File: src/rtl/dmem_pkg.sv
// rtl/dmem_pkg.sv - shared constants for the data-memory arbiter
package dmem_pkg;
    localparam int ADDR_W_DEF = 8;

    localparam logic PORT_CPU  = 1'b0;
    localparam logic PORT_HOST = 1'b1;

    typedef enum logic [1:0] {
        RP_NONE = 2'd0,
        RP_CPU  = 2'd1,
        RP_HOST = 2'd2
    } rp_t;
endpackage

File: src/rtl/rr_arb2.sv
// rtl/rr_arb2.sv - two-input round-robin arbiter, one-hot grant
module rr_arb2
    import dmem_pkg::*;
(
    input  logic [1:0] i_req,
    input  logic       i_mask,
    input  logic       i_lw,
    output logic [1:0] o_gnt
);
    logic [1:0] w_elig;

    // i_mask removes the CPU (bit 0) from contention
    assign w_elig = {i_req[1], i_req[0] & ~i_mask};

    always_comb begin
        o_gnt = 2'b00;
        if (w_elig == 2'b11) begin
            o_gnt = (i_lw == PORT_HOST) ? 2'b01 : 2'b10;
        end else begin
            o_gnt = w_elig;
        end
    end
endmodule

File: src/rtl/dmem_arbiter.sv
// rtl/dmem_arbiter.sv - shares the D_Memory port between CPU and host
module dmem_arbiter
    import dmem_pkg::*;
#(
    parameter int ADDR_W  = ADDR_W_DEF,
    parameter bit HOLD_EN = 1'b1
) (
    input  logic              CLOCK_50,
    input  logic              reset,
    input  logic              cpu_req,
    input  logic              cpu_we,
    input  logic [ADDR_W-1:0] cpu_addr,
    input  logic [31:0]       cpu_wdata,
    output logic              cpu_gnt,
    output logic              cpu_rvalid,
    output logic [31:0]       cpu_rdata,
    output logic              cpu_err,
    input  logic              host_req,
    input  logic              host_we,
    input  logic [ADDR_W-1:0] host_addr,
    input  logic [31:0]       host_wdata,
    output logic              host_gnt,
    output logic              host_rvalid,
    output logic [31:0]       host_rdata,
    output logic              host_err,
    input  logic              host_hold,
    output logic              mem_en,
    output logic              mem_we,
    output logic [ADDR_W-1:0] mem_addr,
    output logic [31:0]       mem_wdata,
    input  logic [31:0]       mem_rdata
);
    logic              r_lw;
    rp_t               r_rp;
    logic              r_err;
    logic              r_we;

    logic [1:0]        w_req;
    logic              w_mask;
    logic [1:0]        w_gnt;
    logic              w_any;
    logic              w_we;
    logic [ADDR_W-1:0] w_addr;
    logic [31:0]       w_wdata;
    logic              w_misal;
    logic              w_acc;
    logic [31:0]       w_rd;

    // Requests are ignored while reset is held so no grant escapes
    assign w_req  = {host_req, cpu_req} & {2{~reset}};
    assign w_mask = HOLD_EN && host_hold;

    rr_arb2 u_arb (
        .i_req  (w_req),
        .i_mask (w_mask),
        .i_lw   (r_lw),
        .o_gnt  (w_gnt)
    );

    assign cpu_gnt  = w_gnt[0];
    assign host_gnt = w_gnt[1];
    assign w_any    = |w_gnt;

    assign w_we    = w_gnt[1] ? host_we    : cpu_we;
    assign w_addr  = w_gnt[1] ? host_addr  : cpu_addr;
    assign w_wdata = w_gnt[1] ? host_wdata : cpu_wdata;
    assign w_misal = (w_addr[1:0] != 2'b00);
    assign w_acc   = w_any & ~w_misal;

    assign mem_en    = w_acc;
    assign mem_we    = w_acc & w_we;
    assign mem_addr  = w_acc ? w_addr  : '0;
    assign mem_wdata = w_acc ? w_wdata : '0;

    always_ff @(posedge CLOCK_50 or posedge reset) begin
        if (reset) begin
            r_lw  <= PORT_HOST;
            r_rp  <= RP_NONE;
            r_err <= 1'b0;
            r_we  <= 1'b0;
        end else begin
            if (w_gnt[1]) begin
                r_rp <= RP_HOST;
            end else if (w_gnt[0]) begin
                r_rp <= RP_CPU;
            end else begin
                r_rp <= RP_NONE;
            end
            r_err <= w_any & w_misal;
            r_we  <= w_any & w_we;
            if (w_any) begin
                r_lw <= w_gnt[1];
            end
        end
    end

    // Memory data is only forwarded for an aligned read response
    assign w_rd = (r_rp != RP_NONE && !r_err && !r_we) ? mem_rdata : 32'd0;

    assign cpu_rvalid  = (r_rp == RP_CPU);
    assign host_rvalid = (r_rp == RP_HOST);
    assign cpu_rdata   = cpu_rvalid  ? w_rd : 32'd0;
    assign host_rdata  = host_rvalid ? w_rd : 32'd0;
    assign cpu_err     = cpu_rvalid  & r_err;
    assign host_err    = host_rvalid & r_err;
endmodule

File: config.mk
export PLATFORM = sky130hd
export DESIGN_NAME = dmem_arbiter
export DESIGN_NICKNAME = d
export VERILOG_FILES = /design/src/rtl/dmem_pkg.sv /design/src/rtl/rr_arb2.sv /design/src/rtl/dmem_arbiter.sv
export SDC_FILE = /design/constraint.sdc
export NUM_CORES = 1
export LEC_CHECK = 0
export BUFFER_PORTS_ARGS = -buffer_cell sky130_fd_sc_hd__buf_2
export CAP_MARGIN = 40
export CORE_AREA = 5 5 87 89
export DETAILED_ROUTE_END_ITERATION = 8
export DIE_AREA = 0 0 92 94
export PLACE_DENSITY = 0.74
export SYNTH_ARGS = -nofsm -noshare
export SYNTH_HDL_FRONTEND = slang
export SYNTH_SLANG_ARGS = --single-unit
File: constraint.sdc
create_clock -name CLOCK_50 -period 2.1 [get_ports CLOCK_50]
set_input_delay 0.21 -clock CLOCK_50 [delete_from_list [all_inputs] [get_ports CLOCK_50]]
set_output_delay 0.21 -clock CLOCK_50 [all_outputs]
set_load 0.02 [all_outputs]
==> impl_metrics.json, run 1 <==
{
  "grt_max_degree": 44,
  "cts_buffers": 3,
  "postSynthCellCount": 253,
  "core_area_um2": 6681,
  "ys_seq_area_share_pct": 7.640,
  "drc": 0,
  "fmax_mhz": 502.6,
  "wl_per_cell_um": 15.69,
  "worstSetupPathType": "register to primary output",
  "finalCriticalPeriod_ns": 1.990,
  "synth_fa_ha_area_share_pct": 0,
  "layout_common_cells": "buf_2 (228), and2_1 (66), a21oi_1 (41)",
  "mostFrequentLayoutCell": "buf_2",
  "synth_mux_area_share_pct": 0,
  "synth_area_leaders": "and2_1 (25%), o211ai_1 (18%), nand4_1 (15%)",
  "hpwl_mm": 6.887,
  "worst_hold_slack_ns": 0.08198,
  "drt_iter0_markers": 157,
  "syn_area_per_cell_um2": 6.538,
  "die_h_um": 94,
  "placed_cell_area_um2": 2815,
  "seq_area_um2": 126.4,
  "die_width_um": 92,
  "synth-xor-area-share_pct": 0,
  "hold_class": "input port to async pin",
  "synthDominantCellAreaShare_pct": 24.96,
  "crit_fanout": 31,
  "start_util_pct": 24.76,
  "grt_pass1_vias": 2741,
  "antenna_found_initial": 2,
  "drive_above_1_share_pct": 54.66,
  "synth_top_family_by_area": "simple AND/OR/NAND/NOR gates",
  "synth_largest_area_cell": "and2_1",
  "slew_viol_final": 0,
  "cts_sinks": 5,
  "synthSimpleGateAreaFrac_pct": 48.18,
  "dieArea_um2": 8648,
  "synth-async-reset-ratio_pct": 100.0,
  "status": "finished, final reports clean",
  "fin_crit_sh_pct": 94.74,
  "post-cts-setup-buffers": 0,
  "powerDensity_nw_per_um2": 264.7,
  "yosysWarnings": 0,
  "synth_compound_area_share_pct": 31.69,
  "fin_worst_skew_ns": 0.001795,
  "max-vdd-ir-drop_mv": 0.1157,
  "portBuffers": 228,
  "max-cap-violations": 0,
  "grt_overflow": 0,
  "via_per_inst": 5.258,
  "synthFlopType": "dfrtp_1",
  "finalSetupTns_ns": 0,
  "grt_pass1_wl_mm": 12.67,
  "yosys_register_bits": 5,
  "drt_wl_total_mm": 8.517,
  "rsz0062_at_grt": "false",
  "grt_use_total_pct": 17.66,
  "ctsLongestPathBuffers": 2,
  "fin_nets": 581,
  "path_clk_slew_ns": 0.04,
  "cp-end-kind": "primary output",
  "hold_viol": 0,
  "synth_edf_count": 0,
  "drt_first_pass_iters": 4,
  "cts_tree": "done",
  "place.gp.congestion": 0.8536,
  "h-tree-depth": 1,
  "nFillCells": 700,
  "area_delta_synth_final_pct": 73.83,
  "io_pins": 231,
  "worstPathRequired_ns": 1.89,
  "detail-route-antenna-nets": 0,
  "rows": 30,
  "synth_area_um2": 1654,
  "ff2ff_path_depth": 4,
  "start_kind": "register",
  "multi_input_area_um2": 1334,
  "cts-root-buf": "clkbuf_8",
  "clkLatencyLatePin_ns": 0.22,
  "final_util_pct": 43.03,
  "crit_arrival_ns": 1.78,
  "dr_total_vias": 2855,
  "synth.distinct_cells": 25,
  "setup_violations": 0,
  "design_area_um2": 2875,
  "power.leakage_nw": 1.584
}
-- critical path, stage by stage, from the launching register on --
cell	delay (ns)
dfstp_2	0.54
and3b_1	0.27
buf_12	0.21
o211ai_1	0.10
a21oi_1	0.22
buf_2	0.21
-- final timing paths --
path / startpoint / slack (ns) / endpoint
max: r_lw$_DFFE_PP1P_ / 0.11 / mem_wdata[18]
max reg2reg: r_lw$_DFFE_PP1P_ / 0.58 / r_err$_DFF_PP0_
min reg2reg: r_lw$_DFFE_PP1P_ / 0.53 / r_lw$_DFFE_PP1P_
max in group asynchronous: reset / 1.40 / r_rp[1]$_DFF_PP0_
min in group CLOCK_50: host_we / 0.26 / r_we$_DFF_PP0_
min: reset / 0.08 / r_lw$_DFFE_PP1P_
-- sequential cells by signal, indices dropped and copies added (netlist names) --
register and flops:
r_err 1, r_lw 1, r_rp 2, r_we 1
-- per-stage QoR --
stage	total power, mW	instances	setup WS, ns
after floorplan	0.3745	254	0.4650
after global placement	0.5702	536	0.3981
after detailed placement	0.5799	536	0.3600
after CTS	0.7657	541	0.1132
after global routing	0.8170	542	0.02858
final	0.7612	543	0.1104
-- power by group --
group / internal (mW) / switching [mW] / leakage, nW
Sequential: 0.106 / 0.00707 / 0.0634
Combinational: 0.191 / 0.278 / 1.50
Clock: 0.130 / 0.0489 / 0.0228
Total: 0.427 / 0.334 / 1.58
-- metal layers --
metal  GRT usage (%)  up-vias  part of all wire, %
li1                -     1353                    -
met1           18.80     1252                   33
met2           31.51      225                   50
met3           6.571       23                   14
met4           7.054        2                  2.9
met5               0        -                 0.15
-- cells in the mapped netlist (all sizes together), types with 2 or more instances --
library cell / count
and2: 66
a21oi: 41
nand4: 39
o211ai: 39
buf: 24
clkbuf: 15
dfrtp: 4
and2b: 3
nor2: 3
o21ai: 3
and3: 2
and3b: 2
nand2b: 2
nand3: 2
nor3b: 2
-- layout make-up --
type | count | area share (%)
antenna | 2 | 0.1741
tap | 80 | 3.481
timing repair buffer | 242 | 43.86
multi-input combinational | 209 | 46.39
clock buffer | 4 | 1.567
inverter | 1 | 0.1305
sequential | 5 | 4.395
-- cell families after synthesis --
group	Yosys count
simple gates	123
flops	5
other cells	1
buf+inv	40
compound gates	84
-- timing repair --
action                    4_1_cts  5_1_grt
hold endpoints to repair        4        0
gates resized for setup         0        0
hold buffers                    1        0
No activity file was read; power rests on OpenSTA's default activity.
==> inputs of run 2 (changes only) <==
==> constraint.sdc (replaced) <==
create_clock -name CLOCK_50 -period 2.5 [get_ports CLOCK_50]
set_input_delay 0.25 -clock CLOCK_50 [delete_from_list [all_inputs] [get_ports CLOCK_50]]
set_output_delay 0.25 -clock CLOCK_50 [all_outputs]
set_load 0.02 [all_outputs]
==> run 2 against run 1 <==
Net effect: global-route usage decreased by 1.3 points; critical path depth increased by 2; cell count decreased by 0.92%; setup slack improved by 0.13 ns; cell area decreased by 1.4%; wire length decreased by 4.8%; critical endpoint is now mem_wdata[7].
==> impl_metrics.json, run 2 (synthesis gave the netlist of run 1 again) <==
{
  "start_kind": "input port",
  "grt_overflow": 0,
  "area_delta_synth_final_pct": 71.41,
  "design_area_um2": 2835,
  "grt_max_degree": 44,
  "multi_input_area_um2": 1334,
  "grt_use_total_pct": 16.35,
  "largest_reg_flops": 2,
  "final_util_pct": 42.43,
  "drt_first_pass_iters": 4,
  "place.gp.congestion": 0.8220,
  "cts_tree": "done",
  "die_h_um": 94,
  "powerDensity_nw_per_um2": 220.6,
  "grt_pass1_vias": 2485,
  "clkLatencyLatePin_ns": 0.22,
  "slew_viol_final": 0,
  "finalSetupTns_ns": 0,
  "grt_pass1_wl_mm": 11.83,
  "crit_arrival_ns": 2.01,
  "detail-route-antenna-nets": 0,
  "drt_iter0_markers": 147,
  "ctsLongestPathBuffers": 2,
  "worstSetupPathType": "input port to primary output",
  "cts_sinks": 5,
  "dieArea_um2": 8648,
  "crit_fanout": 41,
  "worstPathRequired_ns": 2.25,
  "finalCriticalPeriod_ns": 2.260,
  "cts-root-buf": "clkbuf_8",
  "regMostFlops": "r_rp",
  "fin_crit_sh_pct": 90.40,
  "max-cap-violations": 0,
  "fmax_mhz": 442.5,
  "hold_viol": 0,
  "rsz0062_at_grt": "false",
  "antennaDiodeCount": 0,
  "status": "finished, final reports clean",
  "drt_wl_total_mm": 8.108,
  "cts_buffers": 3,
  "die_width_um": 92,
  "placed_cell_area_um2": 2780,
  "hpwl_mm": 6.517,
  "power.leakage_nw": 1.566,
  "max-vdd-ir-drop_mv": 0.1322,
  "layout_common_cells": "buf_2 (228), and2_1 (66), a21oi_1 (41)",
  "cp-end-kind": "primary output",
  "wl_per_cell_um": 15.07,
  "rows": 30,
  "dr_total_vias": 2776,
  "io_pins": 231,
  "mostFrequentLayoutCell": "buf_2",
  "core_area_um2": 6681,
  "via_per_inst": 5.160,
  "h-tree-depth": 1,
  "cts_resized": 0,
  "nFillCells": 692,
  "path_clk_slew_ns": 0.03,
  "hold_class": "input port to register",
  "fin_nets": 578,
  "setup_violations": 0,
  "fin_worst_skew_ns": 0.002714,
  "worst_hold_slack_ns": 0.3267,
  "start_util_pct": 24.76,
  "seq_area_um2": 126.4,
  "drive_above_1_share_pct": 54.37,
  "portBuffers": 228,
  "antenna_found_initial": 1,
  "drc": 0
}
-- run 2: area by class of cell --
type / instances / share of cell area (%)
Inverter: 1 / 0.1324
Multi-Input combinational cell: 209 / 47.04
Clock buffer: 4 / 1.589
Timing Repair Buffer: 239 / 43.25
Sequential cell: 5 / 4.457
Tap cell: 80 / 3.530
-- run 2: metal layers --
layer  GRT usage, %  part of all wire [%]  up-vias  wire length, µm
li1               -                     -     1344                -
met1          17.95                    35     1221             2816
met2          29.56                    50      195             4060
met3          6.490                    14       14             1102
met4          3.713                   1.4        2              116
met5              0                  0.16        -               13
-- run 2: final timing paths --
path,startpoint,end,slack [ns],cells after the start
worst min register to register,r_lw$_DFFE_PP1P_,r_lw$_DFFE_PP1P_,0.52,1
worst min-delay path,host_we,r_we$_DFF_PP0_,0.33,3
min in group asynchronous,reset,r_err$_DFF_PP0_,0.53,3
worst max-delay path,reset,mem_wdata[7],0.24,7
max in group asynchronous,reset,r_lw$_DFFE_PP1P_,1.70,3
worst max register to register,r_lw$_DFFE_PP1P_,r_err$_DFF_PP0_,0.90,4
-- run 2: critical path, cell delays in order --
cell and delay (ns):
dlygate4sd3_1 0.54, buf_2 0.13, and2b_1 0.17, buf_4 0.36, nand4_1 0.16, a21oi_1 0.17, buf_2 0.19
-- run 2: what timing repair did --
| item | 4_1_cts | 5_1_grt |
|---|---|---|
| hold endpoints to repair | 4 | 0 |
| buffers inserted | 0 | 0 |
| hold buffers | 1 | 0 |
-- run 2: report_power, final --
group          total [mW]  internal [mW]  switching (mW)  leakage [nW]
logic               0.385          0.155           0.230          1.48
registers          0.0950         0.0888         0.00614        0.0634
clock network       0.146          0.109          0.0366        0.0228
total               0.625          0.353           0.272          1.57
-- run 2: per-stage QoR --
step	power, mW	setup WS [ns]	instances
after floorplan	0.3145	0.8250	254
after global placement	0.4712	0.7174	533
after detailed placement	0.4775	0.6625	533
after CTS	0.6301	0.2735	538
after global routing	0.6723	0.1446	538
final	0.6253	0.2399	538
==> inputs of run 3 (changes only) <==
--- a/config.mk
+++ b/config.mk
@@ -5,12 +5,13 @@
 export SDC_FILE = /design/constraint.sdc
 export NUM_CORES = 1
 export LEC_CHECK = 0
+export ABC_AREA = 1
 export BUFFER_PORTS_ARGS = -buffer_cell sky130_fd_sc_hd__buf_2
 export CAP_MARGIN = 40
-export CORE_AREA = 5 5 87 89
+export CORE_AREA = 5 5 85 87
 export DETAILED_ROUTE_END_ITERATION = 8
-export DIE_AREA = 0 0 92 94
-export PLACE_DENSITY = 0.74
+export DIE_AREA = 0 0 90 92
+export PLACE_DENSITY = 0.81
 export SYNTH_ARGS = -nofsm -noshare
 export SYNTH_HDL_FRONTEND = slang
 export SYNTH_SLANG_ARGS = --single-unit
==> run 3 against run 2 <==
Net effect: sequential share of layout area down 0.25 points; sequential power shrank 0.4%; total power increased by 5.0%; clock skew decreased by 0.0025 ns; synthesized area is 13% higher; critical path type unchanged; global-route usage decreased by 0.57 points; utilization grew 5.4 points; first-iteration DRC count decreased by 33%.
==> impl_metrics.json, run 3 <==
{
  "cts_tree": "done",
  "worstSetupPathType": "input port to primary output",
  "start_kind": "input port",
  "placed_cell_area_um2": 2940,
  "dr_total_vias": 2997,
  "slew-limit-headroom_pct": 63.84,
  "status": "finished, final reports clean",
  "synthDominantCellAreaShare_pct": 27.75,
  "crit_fanout": 34,
  "die_h_um": 92,
  "h-tree-depth": 1,
  "grt_overflow": 0,
  "drc": 0,
  "ys_seq_area_share_pct": 6.738,
  "rsz0062_at_grt": "false",
  "yosysWarnings": 0,
  "design_area_um2": 3003,
  "power_mw": 0.6564,
  "die_width_um": 90,
  "path_clk_slew_ns": 0.04,
  "detail-route-antenna-nets": 0,
  "area_delta_synth_final_pct": 60.11,
  "yosys_register_bits": 5,
  "rows": 29,
  "hold_start": "host_req",
  "synth_edf_count": 0,
  "grt_use_total_pct": 15.78,
  "crit_path_cell_trace": "dlygate4sd3_1 > buf_2 > nor2_4 > nand2_2 > nand2_2 > nand3_2 > buf_6 > nor2_1 > buf_2",
  "place.gp.congestion": 0.8256,
  "cts_sinks": 5,
  "drt_wl_total_mm": 7.538,
  "drive_above_1_share_pct": 41.29,
  "ctsLongestPathBuffers": 2,
  "finalCriticalPeriod_ns": 2.305,
  "fin_crit_sh_pct": 92.20,
  "synthFlopType": "dfrtp_1",
  "io_pins": 231,
  "hold_class": "input port to register",
  "syn_area_per_cell_um2": 4.785,
  "cp-startpoint": "reset",
  "fin_nets": 723,
  "cts_buffers": 3,
  "crit_path_max_incr_delay_ns": 0.53,
  "drt_first_pass_iters": 4,
  "core_area_um2": 6277,
  "fin_worst_skew_ns": 0.0001747,
  "max-vdd-ir-drop_mv": 0.1448,
  "regMostFlops": "r_rp",
  "synth_common_cells": "inv_1 (115), nand3_1 (104), nand2_1 (80)",
  "max-cap-violations": 0,
  "synth.distinct_cells": 22,
  "drt_iter0_markers": 99,
  "hpwl_mm": 6.326,
  "clkLatencyLatePin_ns": 0.22,
  "worstPathRequired_ns": 2.25,
  "grt_max_degree": 65,
  "cp-end-kind": "primary output",
  "start_util_pct": 29.88,
  "synth_largest_area_cell": "nand3_1",
  "layout_common_cells": "buf_2 (228), inv_1 (114), nand3_1 (104)",
  "cts-root-buf": "clkbuf_8",
  "portBuffers": 228,
  "cp_slowest_cell": "dlygate4sd3_1",
  "via_per_inst": 4.407,
  "mostFrequentLayoutCell": "buf_2",
  "dieArea_um2": 8280,
  "antennaDiodeCount": 0,
  "finalSetupTns_ns": 0,
  "fmax_mhz": 433.8,
  "powerDensity_nw_per_um2": 218.6,
  "worstMarginPinSlew_ns": 0.5424,
  "largest_reg_flops": 2,
  "r2r-start": "r_lw$_DFFE_PP1P_",
  "synth_area_leaders": "nand3_1 (28%), inv_1 (23%), nand2_1 (16%)",
  "grt_pass1_wl_mm": 11.50,
  "power.leakage_nw": 2.581,
  "antenna_found_initial": 0,
  "slew_viol_final": 0,
  "synth-async-reset-ratio_pct": 100.0,
  "synth_most_common_cell": "inv_1",
  "wl_per_cell_um": 11.09,
  "grt_pass1_vias": 2650,
  "postSynthCellCount": 392,
  "crit_arrival_ns": 2.05,
  "setup_violations": 0,
  "synth_area_um2": 1876,
  "hold_viol": 0
}
run 3: cell types whose count changed after synthesis, moves of 13 or more:
cell	previous run	this run
a21oi_1	41	3
and2_1	66	0
buf_6	0	13
inv_1	1	115
nand2_1	0	80
nand3_1	2	104
nand4_1	39	0
nor2_1	3	43
o211ai_1	39	0
run 3: timing repair:
| action | 4_1_cts | 5_1_grt |
|---|---|---|
| buffers inserted | 0 | 0 |
| gates resized for setup | 0 | 2 |
| hold endpoints to repair | 4 | 0 |
| hold buffers | 1 | 0 |
| setup endpoints to repair | 0 | 34 |
run 3: worst paths after layout:
kind | cells after the start | endpoint | slack, ns
max in group asynchronous | 3 | r_lw$_DFFE_PP1P_ | 1.78
min in group asynchronous | 3 | r_rp[0]$_DFF_PP0_ | 0.51
setup reg to reg | 5 | r_we$_DFF_PP0_ | 1.30
setup / recovery | 9 | mem_addr[6] | 0.20
hold / removal | 2 | r_rp[0]$_DFF_PP0_ | 0.25
hold reg to reg | 2 | r_rp[0]$_DFF_PP0_ | 0.57
run 3: area by class of cell:
cell class | count | area [µm²]
Clock buffer | 4 | 45.04
Fill cell | 667 | 3274
Inverter | 116 | 439.2
Multi-Input combinational cell | 242 | 1089
Sequential cell | 5 | 126.4
Tap cell | 77 | 96.34
Timing Repair Buffer | 236 | 1207
run 3: worst max-delay path, delay by kind of cell:
| kind | cells | cell delay, ns |
|---|---|---|
| buffers and inverters | 4 | 1.10 |
| AND/OR/NAND/NOR | 5 | 0.70 |
run 3: cells by family after synthesis:
| kind of cell | after synthesis | share of synthesized area (%) |
|---|---|---|
| AND/OR/NAND/NOR | 235 | 56.17 |
| buffers and inverters | 146 | 35.56 |
| AO/OA/AOI/OAI | 5 | 1.333 |
| flip-flops | 5 | 6.738 |
| other | 1 | 0.1999 |
run 3: power by group:
group | internal, mW | total, mW | switching [mW]
sequential | 0.0894 | 0.0946 | 0.00521
clock | 0.110 | 0.150 | 0.0407
combinational | 0.157 | 0.412 | 0.254
run 3: metrics by stage:
| step | instances | hold slack [ns] | utilization, % | setup slack (ns) |
|---|---|---|---|---|
| 2_1_floorplan | 393 | 0.03584 | - | 0.9076 |
| 3_3_place_gp | 675 | 0.1886 | 46.84 | 0.6136 |
| 3_5_place_dp | 675 | 0.2039 | 46.84 | 0.5580 |
| 4_1_cts | 680 | 0.2374 | 47.72 | 0.06279 |
| 5_1_grt | 680 | 0.2546 | 47.84 | 0.006949 |
| 6_report | 680 | 0.2515 | 47.84 | 0.1950 |
run 3: metal layers:
metal  up-vias  track usage (%)  wire (µm)
met3        16            4.501        959
met5         -                0          0
met2       178            31.22       3871
met1      1239            15.90       2553
met4         0            4.467        153
li1       1564                -          -
